## src/rtl/b2asc_pkg.sv

```systemverilog
// Shared constants, state encoding and parameter helpers for the
// binary-to-ASCII stream formatter.
package b2asc_pkg;

   localparam logic [7:0] ASCII_0     = 8'h30;
   localparam logic [7:0] ASCII_A     = 8'h41;
   localparam logic [7:0] ASCII_MINUS = 8'h2D;
   localparam logic [7:0] ASCII_CR    = 8'h0D;
   localparam logic [7:0] ASCII_LF    = 8'h0A;

   typedef enum logic [2:0] {
      S_IDLE,
      S_CONV,
      S_SIGN,
      S_DIG,
      S_CR,
      S_LF
   } state_e;

   // Decimal digits needed to print the largest unsigned value of 'width' bits.
   function automatic int dec_digits(input int width);
      longint unsigned v;
      int              n;
      v = (64'd1 << width) - 64'd1;
      n = 1;
      for (int i = 0; i < 20; i++) begin
         if (v >= 64'd10) begin
            v = v / 64'd10;
            n = n + 1;
         end
      end
      return n;
   endfunction

endpackage

```

## src/rtl/b2asc_stream_nib2asc.sv

```systemverilog
// Maps one 4-bit digit to its ASCII character: 0-9 then uppercase A-F.
module nib2asc
   import b2asc_pkg::*;
(
   input  logic [3:0] nib_i,
   output logic [7:0] asc_o
);

   always_comb begin
      if (nib_i < 4'd10) asc_o = ASCII_0 + {4'd0, nib_i};
      else               asc_o = ASCII_A + {4'd0, nib_i} - 8'd10;
   end

endmodule

```

## src/rtl/b2asc_stream.sv

```systemverilog
// Binary-to-ASCII formatter: converts one result to decimal or hex and
// streams the characters (optionally followed by CR LF) over ready/valid.
module b2asc_stream
   import b2asc_pkg::*;
#(
   parameter int DATA_W      = 16,
   parameter int DIGITS      = 5,
   parameter int SIGNED      = 1,
   parameter int APPEND_CRLF = 1
) (
   input  logic              clk,
   input  logic              rst_n,
   input  logic              in_valid,
   output logic              in_ready,
   input  logic [DATA_W-1:0] in_data,
   input  logic              in_hex,
   output logic              tx_valid,
   input  logic              tx_ready,
   output logic [7:0]        tx_data,
   output logic              tx_last,
   output logic              busy
);

   localparam int NHEX  = DATA_W / 4;
   localparam int NDIG  = (DIGITS > NHEX) ? DIGITS : NHEX;
   localparam int DBITS = 4 * NDIG;
   localparam int PTR_W = $clog2(NDIG + 1);
   localparam int CNT_W = $clog2(DATA_W + 1);
   localparam logic [PTR_W-1:0] HEX_TOP = PTR_W'(NHEX - 1);
   localparam logic [CNT_W-1:0] CNT_TOP = CNT_W'(DATA_W - 1);
   localparam logic             CRLF    = (APPEND_CRLF != 0);

   if (DATA_W % 4 != 0) begin : g_chk_width
      $error("b2asc_stream: DATA_W must be a multiple of 4");
   end
   if (DIGITS < dec_digits(DATA_W)) begin : g_chk_digits
      $error("b2asc_stream: DIGITS too small for DATA_W");
   end

   state_e             state_q;
   logic [DATA_W-1:0]  bin_q;
   logic [DBITS-1:0]   dig_q;
   logic [CNT_W-1:0]   cnt_q;
   logic [PTR_W-1:0]   ptr_q;
   logic               neg_q;
   logic               hex_q;
   logic               tx_valid_q;
   logic [7:0]         tx_data_q;
   logic               tx_last_q;

   logic [DBITS-1:0]   dig_adj;
   logic [DBITS-1:0]   conv_dig_d;
   logic [PTR_W-1:0]   conv_ptr_d;
   logic [PTR_W-1:0]   ptr_dn;
   logic               conv_done;
   logic [3:0]         nib_sel;
   logic [7:0]         nib_asc;

   function automatic logic [DBITS-1:0] add3(input logic [DBITS-1:0] d);
      logic [DBITS-1:0] r;
      r = d;
      for (int i = 0; i < NDIG; i++) begin
         if (d[4*i +: 4] >= 4'd5) r[4*i +: 4] = d[4*i +: 4] + 4'd3;
      end
      return r;
   endfunction

   // Next digit register during CONV, and the most significant non-zero
   // digit of it (leading-zero pointer), which is where emission starts.
   always_comb begin
      dig_adj    = add3(dig_q);
      conv_dig_d = hex_q ? DBITS'(bin_q)
                         : ((dig_adj << 1) | DBITS'(bin_q[DATA_W-1]));
      conv_ptr_d = '0;
      if (hex_q) begin
         conv_ptr_d = HEX_TOP;
      end else begin
         for (int i = 0; i < NDIG; i++) begin
            if (conv_dig_d[4*i +: 4] != 4'd0) conv_ptr_d = PTR_W'(i);
         end
      end
      conv_done = hex_q || (cnt_q == '0);
      ptr_dn    = ptr_q - PTR_W'(1);
      case (state_q)
         S_CONV:  nib_sel = 4'(conv_dig_d >> (4 * conv_ptr_d));
         S_SIGN:  nib_sel = 4'(dig_q >> (4 * ptr_q));
         default: nib_sel = 4'(dig_q >> (4 * ptr_dn));
      endcase
   end

   nib2asc u_nib2asc (
      .nib_i (nib_sel),
      .asc_o (nib_asc)
   );

   // The state names the byte currently presented on tx_data.
   always_ff @(posedge clk or negedge rst_n) begin
      if (!rst_n) begin
         state_q    <= S_IDLE;
         bin_q      <= '0;
         dig_q      <= '0;
         cnt_q      <= '0;
         ptr_q      <= '0;
         neg_q      <= 1'b0;
         hex_q      <= 1'b0;
         tx_valid_q <= 1'b0;
         tx_data_q  <= 8'h00;
         tx_last_q  <= 1'b0;
      end else begin
         case (state_q)
            S_IDLE: begin
               tx_valid_q <= 1'b0;
               tx_last_q  <= 1'b0;
               if (in_valid) begin
                  hex_q   <= in_hex;
                  cnt_q   <= CNT_TOP;
                  dig_q   <= '0;
                  state_q <= S_CONV;
                  if ((SIGNED != 0) && !in_hex && in_data[DATA_W-1]) begin
                     neg_q <= 1'b1;
                     bin_q <= -in_data;
                  end else begin
                     neg_q <= 1'b0;
                     bin_q <= in_data;
                  end
               end
            end
            S_CONV: begin
               dig_q <= conv_dig_d;
               bin_q <= bin_q << 1;
               cnt_q <= cnt_q - CNT_W'(1);
               if (conv_done) begin
                  ptr_q      <= conv_ptr_d;
                  tx_valid_q <= 1'b1;
                  if (neg_q) begin
                     state_q   <= S_SIGN;
                     tx_data_q <= ASCII_MINUS;
                     tx_last_q <= 1'b0;
                  end else begin
                     state_q   <= S_DIG;
                     tx_data_q <= nib_asc;
                     tx_last_q <= !CRLF && (conv_ptr_d == '0);
                  end
               end
            end
            S_SIGN: begin
               if (tx_ready) begin
                  state_q   <= S_DIG;
                  tx_data_q <= nib_asc;
                  tx_last_q <= !CRLF && (ptr_q == '0);
               end
            end
            S_DIG: begin
               if (tx_ready) begin
                  if (ptr_q != '0) begin
                     ptr_q     <= ptr_dn;
                     tx_data_q <= nib_asc;
                     tx_last_q <= !CRLF && (ptr_dn == '0);
                  end else if (CRLF) begin
                     state_q   <= S_CR;
                     tx_data_q <= ASCII_CR;
                     tx_last_q <= 1'b0;
                  end else begin
                     state_q    <= S_IDLE;
                     tx_valid_q <= 1'b0;
                     tx_data_q  <= 8'h00;
                     tx_last_q  <= 1'b0;
                  end
               end
            end
            S_CR: begin
               if (tx_ready) begin
                  state_q   <= S_LF;
                  tx_data_q <= ASCII_LF;
                  tx_last_q <= 1'b1;
               end
            end
            S_LF: begin
               if (tx_ready) begin
                  state_q    <= S_IDLE;
                  tx_valid_q <= 1'b0;
                  tx_data_q  <= 8'h00;
                  tx_last_q  <= 1'b0;
               end
            end
            default: begin
               state_q    <= S_IDLE;
               tx_valid_q <= 1'b0;
               tx_data_q  <= 8'h00;
               tx_last_q  <= 1'b0;
            end
         endcase
      end
   end

   assign in_ready = (state_q == S_IDLE);
   assign busy     = (state_q != S_IDLE);
   assign tx_valid = tx_valid_q;
   assign tx_data  = tx_data_q;
   assign tx_last  = tx_last_q;

endmodule

```

## config.mk

```make
export PLATFORM = sky130hd
export DESIGN_NAME = b2asc_stream
export DESIGN_NICKNAME = d
export VERILOG_FILES = /design/src/rtl/b2asc_pkg.sv /design/src/rtl/b2asc_stream_nib2asc.sv /design/src/rtl/b2asc_stream.sv
export SDC_FILE = /design/constraint.sdc
export NUM_CORES = 1
export LEC_CHECK = 0
export BUFFER_PORTS_ARGS = -buffer_cell sky130_fd_sc_hd__buf_2
export CORE_ASPECT_RATIO = 1.25
export CORE_UTILIZATION = 40
export CTS_BUF_LIST = sky130_fd_sc_hd__clkbuf_4
export DETAILED_ROUTE_END_ITERATION = 10
export PLACE_DENSITY = 0.64
export SKIP_CTS_REPAIR_TIMING = 1
export SKIP_LAST_GASP = 1
export SLEW_MARGIN = 20
export SYNTH_ARGS = -nofsm -noshare
export SYNTH_HDL_FRONTEND = slang
export SYNTH_SLANG_ARGS = --single-unit
```

## constraint.sdc

```tcl
create_clock -name clk -period 4.3 [get_ports clk]
set_clock_uncertainty 0.2 [all_clocks]
set_input_delay 0.645 -clock clk [delete_from_list [all_inputs] [get_ports clk]]
set_output_delay 0.645 -clock clk [all_outputs]
set_load 0.05 [all_outputs]
```

* Yosys cells after proc, flatten, opt, wreduce, memory -nomap -nowiden
Index checks and enable logic that the tools add are counted.
** Cells by class
- Add/subtract/negate cells :: 11
- $lt $le $gt $ge :: 6
- Equality and inequality tests :: 14
- Shifts and indexed selects :: 3
- Multiplexer cells :: 48
- Bitwise operators :: 3
- Reduce and logical (&&, ||, !) cells :: 22
** Operators with widths (count)
- 2-to-1 mux 8 bit :: 8
- right shift 20 x 5 -> 4 bit :: 3
- case mux 8 bit (6 select lines) :: 1
- 2-to-1 mux 3 bit :: 15
- 2-to-1 mux 20 bit :: 2
- case mux 20 bit (2 select lines) :: 1
- 2-to-1 mux 16 bit :: 2
- case mux 16 bit (2 select lines) :: 1
- greater-or-equal comparator 4 x 3 -> 1 bit, second input constant :: 5
- bitwise OR 20 x 1 -> 20 bit :: 1
- case mux 3 bit (6 select lines) :: 1
- adder 4 x 2 -> 4 bit, second input constant :: 4
- 2-to-1 mux 4 bit :: 4
- != test 2 bit, second input constant :: 8
- negation 16 bit :: 1
- nonzero test 4 bit :: 4
- case mux 5 bit (2 select lines) :: 1
- adder 7 x 4 -> 8 bit, first input constant :: 1
- case mux 4 bit (2 select lines) :: 1
- subtractor 8 x 4 -> 8 bit, second input constant :: 1
- adder 6 x 4 -> 7 bit, first input constant :: 1
- 2-to-1 mux 1 bit :: 7
- AND reduction 7 bit :: 1
- equality test 3 x 2 -> 1 bit, second input constant :: 2
- other kinds (23) :: 31
** Word-level totals
- Register bits :: 59
- Word-level logic and storage cells :: 117

* Longest topological paths before layout
Gate-level depths: netlist of run 1.
- Depth in word-level cells :: 18
- Mapped depth :: 14
- Mapped depth without buffers :: 14

* Modules after synthesis
From an unflattened synthesis of run 1, not the netlist that was laid out.
** Second synthesis, totals
- Cells, all modules :: 502
- Area, all modules :: 4249.1 um2
** By module, submodules not included
- b2asc_stream :: times used 1, cells an instance 486, area each 4144.0 um2, sequential area each 1476.4 um2
- nib2asc :: times used 1, cells an instance 16, area each 105.1 um2, sequential area each 0.0 um2

* Least setup slack after synthesis of run 1
Ideal clock, no wire load.
- Path kind :: register to register
- From :: register state_q[0]
- To :: register tx_data_q[2] (netlist: tx_data[2])
- Data arrival time :: 2.927 ns
- Path slack :: 1.096 ns
- Stages on the path, launching flop included :: 14
- Path through :: dfrtp_1 buf_2 or3b_1 buf_2 xnor2_4 mux4_2 a22oi_1 nor2_1 a211oi_1 ha_1 inv_1 o31ai_1 o31ai_1 a21oi_1
** Between the ends
- Word-level cells in the longest chain between the ends :: 8
** RTL lines
- start: declaration :: RTL line b2asc_stream.sv:40 : state_e state_q;
- start signal: assignment :: RTL line b2asc_stream.sv:99 : state_q <= S_IDLE;
- start signal: assignment :: RTL line b2asc_stream.sv:118 : state_q <= S_CONV;
- start signal: assignment :: RTL line b2asc_stream.sv:136 : state_q <= S_SIGN;
- equality test 3 x 2 -> 1 bit / equality test 3 x 1 -> 1 bit (equally long branches) :: RTL line b2asc_stream.sv:84, b2asc_stream.sv:110
- case mux 4 bit (2 select lines) :: RTL line b2asc_stream.sv:84 : case (state_q)
- adder 7 x 4 -> 8 bit :: RTL line b2asc_stream_nib2asc.sv:11 : else asc_o = ASCII_A + {4'd0, nib_i} - 8'd10;
- subtractor 8 x 4 -> 8 bit :: RTL line b2asc_stream_nib2asc.sv:11
- 2-to-1 mux 8 bit :: RTL line b2asc_stream_nib2asc.sv:10 : if (nib_i < 4'd10) asc_o = ASCII_0 + {4'd0, nib_i};
- 2-to-1 mux 8 bit, on equally long branches :: RTL line b2asc_stream.sv:155, b2asc_stream.sv:135
- 2-to-1 mux 8 bit, on equally long branches :: RTL line b2asc_stream.sv:154, b2asc_stream.sv:132
- case mux 8 bit (6 select lines) :: RTL line b2asc_stream.sv:110 : case (state_q)
- end signal: assignment :: RTL line b2asc_stream.sv:141 : tx_data_q <= nib_asc;
- end signal: assignment :: RTL line b2asc_stream.sv:149 : tx_data_q <= nib_asc;
- end signal: assignment :: RTL line b2asc_stream.sv:157 : tx_data_q <= nib_asc;
- end: declaration :: RTL line b2asc_stream.sv:48 : logic [7:0] tx_data_q;
Parallel ways exist; a longest one is shown, timed or not. The select of a mux whose other input is x is not followed.
A chain may end at the register's enable or synchronous reset.

* Worst setup path in the final report of run 1
- From :: register dig_q[8]
- To :: register tx_data_q[2] (netlist: tx_data[2])
** Between the ends
- Word-level cells in the longest chain between the ends :: 17
** RTL lines
- start: declaration :: RTL line b2asc_stream.sv:42 : logic [DBITS-1:0] dig_q;
- start signal: assignment :: RTL line b2asc_stream.sv:129 : dig_q <= conv_dig_d;
- adder 4 x 2 -> 4 bit / greater-or-equal comparator 4 x 3 -> 1 bit (equally long branches) :: RTL line b2asc_stream.sv:63 : if (d[4*i +: 4] >= 4'd5) r[4*i +: 4] = d[4*i +: 4] + 4'd3;
- 2-to-1 mux 4 bit :: RTL line b2asc_stream.sv:63
- bitwise OR 20 x 1 -> 20 bit :: RTL line b2asc_stream.sv:73 : : ((dig_adj << 1) | DBITS'(bin_q[DATA_W-1]));
- 2-to-1 mux 20 bit :: RTL line b2asc_stream.sv:72 : conv_dig_d = hex_q ? DBITS'(bin_q)
- nonzero test 4 bit :: RTL line b2asc_stream.sv:79 : if (conv_dig_d[4*i +: 4] != 4'd0) conv_ptr_d = PTR_W'(i);
- 2-to-1 mux 3 bit (3 in series) :: RTL line b2asc_stream.sv:79
- 2-to-1 mux 3 bit :: RTL line b2asc_stream.sv:75 : if (hex_q) begin
- right shift 20 x 5 -> 4 bit :: RTL line b2asc_stream.sv:85 : S_CONV: nib_sel = 4'(conv_dig_d >> (4 * conv_ptr_d));
- case mux 4 bit (2 select lines) * :: RTL line b2asc_stream.sv:84
- adder 7 x 4 -> 8 bit :: RTL line b2asc_stream_nib2asc.sv:11
- subtractor 8 x 4 -> 8 bit :: RTL line b2asc_stream_nib2asc.sv:11
- 2-to-1 mux 8 bit * :: RTL line b2asc_stream_nib2asc.sv:10
- 2-to-1 mux 8 bit, on equally long branches :: RTL line b2asc_stream.sv:155, b2asc_stream.sv:135
- 2-to-1 mux 8 bit, on equally long branches :: RTL line b2asc_stream.sv:154, b2asc_stream.sv:132
- case mux 8 bit (6 select lines) * :: RTL line b2asc_stream.sv:110
Every way passes the cells marked *; elsewhere a longest branch is shown, timed or not. The select of a mux whose other input is x is not followed.

==> results.md, run 1 <==
* Tot Pwr at approximately 4.2 mW
* GRT Total Usage at around a fifth
* Fillers at roughly 1.1k
* Worst setup EP type: register
* DR WL/cell at 16.1 um
* CP max stage delay at 0.64 ns
* Max-Cap Viols at 0
* Leakage power at 1.99 nW
* Place WS at between 0.5 and 0.6 ns
* CP cell instances: inv_1 -> ha_1 -> nor2b_1 -> o21ai_0 -> o31ai_1 -> nor4_2 -> o21ai_0 -> a211oi_1 -> a211oi_1 -> ha_1 -> inv_1 -> o31ai_1 -> o31ai_1 -> a21oi_1
* Slew @ Worst Pin at around 0.87 ns
* GRT overflow at 0
* Register area share after synthesis at approximately a third
* Post-route ant nets at 0
* Share of layout cells above drive strength 1 at 15.2%
* Startpoint Class: register
* Worst Path Arrival at between 3 and 4 ns
* Synth Instances at between 500 and 600
* Post-route setup slack at 0.573 ns
* WL final at approximately 11000 um
* Die Wd at about 95 um
* TNS Setup at 0 ns
* Avg Cell Area, Syn at 8.34 um2
* NumNets Final at 574
* Worst vdd ir at just under 0.3 mV
* # DRC at 0
* CP Max Fanout at 7
* First drt pass iteration count at 5
* Std cell rows at 42
* WS Path Type: reg2reg
* Num CTS Buffers at 9
* Buffers on Ports at 31
* GP Congestion at around 0.86
* Largest net degree at the start of global routing at slightly below 60
* Vias in the first global route at roughly 3.7k
* Flop and latch count out of synthesis at 58
* Number of antenna violations at the first check in global routing at 1
* Pwr/cell area at 903 nW/um2
* I/O Pins at 33
* Hold Vio Cnt, Final at 0
* Root buf cell: clkbuf_4
* TritonCTS clock tree: yes
* Status: finished clean
* Post-Syn Area at approximately 4300 um2
* Fin crit period at around 3.7 ns
* Synthesis-to-layout area growth at 7.95%
* Number of library cell types mapped by synthesis at 74
* # setup viols final at 0
* Fmax at around 270 MHz
* Slew margin rel. at 41.6%
* Clock Path Buffers at 2
* CTS H-tree lvls at 3
* Number of flops mapped to enable cells by yosys at 0
* Vias at between 3k and 4k
* Die ar. at 11200 um2
* Hold Crit Class: in2async
* Core area at approximately 11000 um2
* DRT iter0 DRCs at 266
* Die height at 118 um
* Worst-path clk slew at around 0.1 ns
* Worst path slowest cell: o31ai_1
* Fin crit share at between 80% and 90%
* Required @ worst endpoint at approximately 4.5 ns
* Post-synth ARST share at 100%
* Top_reg_cell synth: dfrtp_1
* Routed vias/inst at roughly 5.9
* Clk sink count at 58
* Yosys warns at 0
* RSZ-0062 raised after global routing: false
* DP HPWL at 8000 um
* Clock latency on the worst-skew pair at 0.43 ns
* First-pass GRT wire length at between 15000 and 20000 um
* Mapped Nets at 556
* Initial Util at 41.0%
* Slew Limit Fails at 0
* CP most frequent cell: o31ai_1
* Final hold slack at between 0.1 and 0.15 ns
-- power breakdown --
group | switching, mW | internal [mW]
combinational | 1.73 | 1.05
sequential | 0.279 | 0.790
clock | 0.201 | 0.174
total | 2.21 | 2.01
-- metrics by stage --
stage / cells / area, um2 / utilization (%)
2_1_floorplan: 519 / 4330 / -
3_3_place_gp: 658 / 4540 / 43.0
3_5_place_dp: 658 / 4540 / 43.0
4_1_cts: 673 / 4670 / 44.2
5_1_grt: 674 / 4670 / 44.2
6_report: 674 / 4670 / 44.2
-- cell usage in the layout (no fill, tap or decap), types with 4 or more instances in the layout --
cell type and n:
o21ai_1 4, mux2i_1 5, xor2_1 7, inv_1 26, and2_1 4, clkbuf_4 10, nand2b_1 5, o21ai_0 60
a22oi_1 15, a21o_1 4, dfrtp_1 58, nor3_1 14, a21oi_1 33, buf_4 7, nand3_1 24, nor3b_1 7
a31oi_1 4, nor2_1 28, buf_2 31, xnor2_1 10, nor4_1 4, nor2b_1 4, clkinv_1 4, o31ai_1 12
nand2_1 62, a211oi_1 9, ha_1 16
-- sequential cells by signal, indices dropped and copies added, names as in the netlist --
signal    cells
hex_q         1
tx_last       1
cnt_q         5
neg_q         1
tx_valid      1
ptr_q         3
tx_data       7
bin_q        16
state_q       3
dig_q        20
-- layout make-up --
| type | instances | area, um2 | share of cell area [%] |
|---|---|---|---|
| well taps | 132 | 165 | 3.53 |
| flip-flops and latches | 58 | 1450 | 31.1 |
| clock buffers | 10 | 75.1 | 1.61 |
| clock inverters | 5 | 46.3 | 0.991 |
| multi-input cells | 403 | 2620 | 56.1 |
| repair buffers | 38 | 208 | 4.44 |
| diodes | 1 | 2.50 | 0.0535 |
| inverters | 27 | 101 | 2.17 |
-- worst max-delay path, delay by kind of cell, from the launching register on --
kind,cells,cell delay (ns)
AO/OA/AOI/OAI,8,1.98
flip-flops,1,0.47
buffers and inverters,2,0.18
adder cells (fa/ha/maj),2,0.49
AND/OR/NAND/NOR,2,0.37
-- synthesized netlist by cell type (2+ instances only) --
cell type,count,share of area (%)
a211oi_1,9,1.6
a211oi_2,2,0.58
a21o_1,4,0.69
a21oi_1,33,3.8
a221o_1,2,0.46
a221o_2,2,0.52
a221oi_1,3,0.61
a22o_1,3,0.61
a22oi_1,15,2.6
a31oi_1,4,0.58
and2_1,4,0.58
and3_1,3,0.43
and3_2,3,0.52
buf_1,3,0.26
buf_2,7,0.81
buf_4,2,0.35
clkbuf_1,16,1.4
clkbuf_8,2,0.64
dfrtp_1,58,34
ha_1,16,4.6
inv_1,26,2.3
mux2_2,3,0.78
mux2i_1,5,1.2
mux4_2,3,1.6
nand2_1,63,5.5
nand2b_1,5,0.72
nand3_1,24,2.8
nand3b_1,2,0.35
nor2_1,30,2.6
nor2b_1,4,0.58
nor3_1,14,1.6
nor3b_1,7,1.2
nor4_1,4,0.58
o211ai_1,3,0.52
o21ai_0,60,6.9
o21ai_1,4,0.46
o22ai_1,3,0.43
o2bb2ai_1,2,0.40
o31ai_1,12,2.1
or2_2,2,0.29
or3b_1,2,0.40
or4_1,2,0.35
or4b_2,2,0.46
xnor2_1,10,2.0
xor2_1,7,1.4
-- logic make-up after synthesis --
kind of cell,share of synthesized area [%]
flip-flops,33.5
buffers and inverters,6.04
adder cells (fa/ha/maj),4.62
other,0.0866
multiplexers,4.10
AND/OR/NAND/NOR,20.1
XOR/XNOR,4.08
AO/OA/AOI/OAI,27.4
-- path summary, 6_finish.rpt --
kind | start | endpoint | slack, ns | cells past startpoint
setup / recovery | dig_q[8] | tx_data[2] | 0.57 | 14
min in group clk | in_hex | hex_q | 0.28 | 3
hold / removal | rst_n | tx_last | 0.13 | 2
setup reg to reg | dig_q[8] | tx_data[2] | 0.57 | 14
max in group asynchronous | rst_n | dig_q[16] | 3.25 | 2
hold reg to reg | tx_data[3] | tx_data[3] | 0.29 | 2
-- layer usage --
| layer | global-route usage, % | part of all wire [%] | vias to the layer above |
|---|---|---|---|
| met1 | 25.7 | 43 | 1886 |
| met3 | 3.35 | 4.5 | 21 |
| met2 | 33.8 | 50 | 131 |
| li1 | - | - | 1930 |
| met5 | 0 | 0 | - |
| met4 | 11.2 | 2.8 | 0 |
No activity file was read; power rests on OpenSTA's default activity.
==> inputs of run 2 (changes only) <==
--- a/config.mk
+++ b/config.mk
@@ -6,7 +6,6 @@
 export NUM_CORES = 1
 export LEC_CHECK = 0
 export BUFFER_PORTS_ARGS = -buffer_cell sky130_fd_sc_hd__buf_2
-export CORE_ASPECT_RATIO = 1.25
 export CORE_UTILIZATION = 40
 export CTS_BUF_LIST = sky130_fd_sc_hd__clkbuf_4
 export DETAILED_ROUTE_END_ITERATION = 10
==> results.md, run 2 (same netlist as run 1, synthesis figures left out) <==
* Stages on worst setup path at 14 (unchanged)
* Routed vias/inst at 5.82 (-1.2%)
* Hold Crit Class: in2async
* Fillers at 1020 (-3.2%)
* GRT overflow at 0 (unchanged)
* Vias in the first global route at 3648 (-0.49%)
* DR WL/cell at 16.6 um (+2.8%)
* Slew margin rel. at 51.0% (+9.3 points)
* Number of antenna violations at the first check in global routing at 0 (-1)
* Buffers on Ports at 31 (unchanged)
* Required @ worst endpoint at 4.43 ns (-0.02 ns)
* Worst vdd ir at 0.336 mV (+14%)
* CP max stage delay at 0.63 ns (about the same)
* Worst-path clk slew at 0.11 ns (about the same)
* Core area at 10400 um2 (-1.4%)
* ANT cells at 0 (-1)
* Worst path slowest cell: o31ai_1
* Die Wd at 106 um (+12%)
* TNS Setup at 0 ns (unchanged)
* Fin crit share at 88.9% (+2.3 points)
* Num CTS Buffers at 9 (unchanged)
* Status: finished clean
* First-pass GRT wire length at 18600 um (+3.7%)
* RSZ-0062 raised after global routing: false
* Clock latency on the worst-skew pair at 0.41 ns (-0.02 ns)
* I/O Pins at 33 (unchanged)
* Reg2reg path depth at 14 (unchanged)
* Top delay family on crit path: compound AO/OA/AOI/OAI gates
* Initial Util at 41.6% (+0.58 points)
* Clock Path Buffers at 2 (unchanged)
* WL final at 11200 um (+3.5%)
* DP HPWL at 8170 um (+2.1%)
* Most flops, register: dig_q
* Slew @ Worst Pin at 0.725 ns (-0.148 ns)
* Leakage power at 1.98 nW (-0.45%)
* GP Congestion at 0.911 (+5.7%)
* Max reg flops at 20 (unchanged)
* Worst setup EP type: register
* Worst Path Arrival at 3.95 ns (+0.07 ns)
* CP most frequent cell: o31ai_1
* Max-Cap Viols at 0 (unchanged)
* Startpoint Class: register
* Largest net degree at the start of global routing at 40 (-32%)
* Hold Vio Cnt, Final at 0 (unchanged)
* Std cell rows at 37 (-12%)
* CP Max Fanout at 7 (unchanged)
* Share of layout cells above drive strength 1 at 15.7% (+0.53 points)
* # setup viols final at 0 (unchanged)
* CTS H-tree lvls at 3 (unchanged)
* WP buf/inv at 2 (unchanged)
* Fmax at 262 MHz (-2.5%)
* Die height at 106 um (-10%)
* GRT Total Usage at 21.0% (+0.28 points)
* Post-route ant nets at 0 (unchanged)
* DRT iter0 DRCs at 368 (+38%)
* CP cell instances: inv_1 -> ha_1 -> nor2b_1 -> o21ai_0 -> o31ai_1 -> nor4_2 -> o21ai_0 -> a211oi_1 -> a211oi_1 -> ha_1 -> inv_1 -> o31ai_1 -> o31ai_1 -> a21oi_1
* TritonCTS clock tree: yes
* # DRC at 0 (unchanged)
* Root buf cell: clkbuf_4
* Commonest non-fill, non-tap cell in the layout: nand2_1
* WS Path Type: reg2reg
* Vias at 3944 (-0.60%)
* Synthesis-to-layout area growth at 7.72%
* Pwr/cell area at 905 nW/um2 (+0.20%)
* Final hold slack at 0.0709 ns (-0.0635 ns)
* Fin crit period at 3.82 ns (+0.0972 ns)
* Clk sink count at 58 (unchanged)
* Die ar. at 11200 um2 (about the same)
* First drt pass iteration count at 5 (unchanged)
* Slew Limit Fails at 0 (unchanged)
* NumNets Final at 574 (unchanged)
* Commonest non-fill, non-tap cells in the layout: nand2_1 (62), o21ai_0 (60), dfrtp_1 (58)
[run 2: metrics by stage]
stage | cell area, um2 | instances | power (mW) | setup slack (ns) | utilization, %
2_1_floorplan | 4330 | 519 | 3.22 | 1.10 | -
3_3_place_gp | 4550 | 662 | 3.79 | 0.652 | 43.7
3_5_place_dp | 4550 | 662 | 3.85 | 0.545 | 43.7
4_1_cts | 4660 | 678 | 4.19 | 0.530 | 44.7
5_1_grt | 4660 | 678 | 4.59 | 0.277 | 44.8
6_report | 4660 | 678 | 4.22 | 0.476 | 44.8
[run 2: path summary, 6_finish.rpt]
kind / start / endpoint / slack [ns]
worst min register to register: tx_data[3] / tx_data[3] / 0.30
max in group asynchronous: rst_n / dig_q[12] / 2.98
worst min-delay path: rst_n / dig_q[7] / 0.07
worst max-delay path: dig_q[8] / tx_data[2] / 0.48
min in group clk: tx_data[3] / tx_data[3] / 0.30
worst max register to register: dig_q[8] / tx_data[2] / 0.48
[run 2: layout make-up]
type	instances	area (um2)	area share, %
repair buffers	38	208	4.45
inverters	27	101	2.17
well taps	136	170	3.65
multi-input cells	403	2620	56.3
flip-flops and latches	58	1450	31.1
clock buffers	10	75.1	1.61
clock inverters	6	33.8	0.724
[run 2: worst register-to-register path: stages, from the launching register on]
cell,delay (ns)
dfrtp_1,0.47
inv_1,0.12
ha_1,0.20
nor2b_1,0.18
o21ai_0,0.12
o31ai_1,0.63
nor4_2,0.18
o21ai_0,0.21
a211oi_1,0.10
a211oi_1,0.52
ha_1,0.29
inv_1,0.06
o31ai_1,0.23
o31ai_1,0.10
a21oi_1,0.15
[run 2: routing by layer]
metal	track usage [%]	wire [um]	vias up
met1	29.4	5280	1855
met2	33.4	5210	146
met5	0	0	-
met3	3.07	643	10
li1	-	-	1933
met4	6.45	110	0
[run 2: where the power goes]
group          total [mW]  leakage [nW]  switching [mW]  internal [mW]
Clock               0.335        0.0596           0.214          0.120
Sequential           1.09         0.734           0.298          0.790
Combinational        2.80          1.19            1.76           1.04
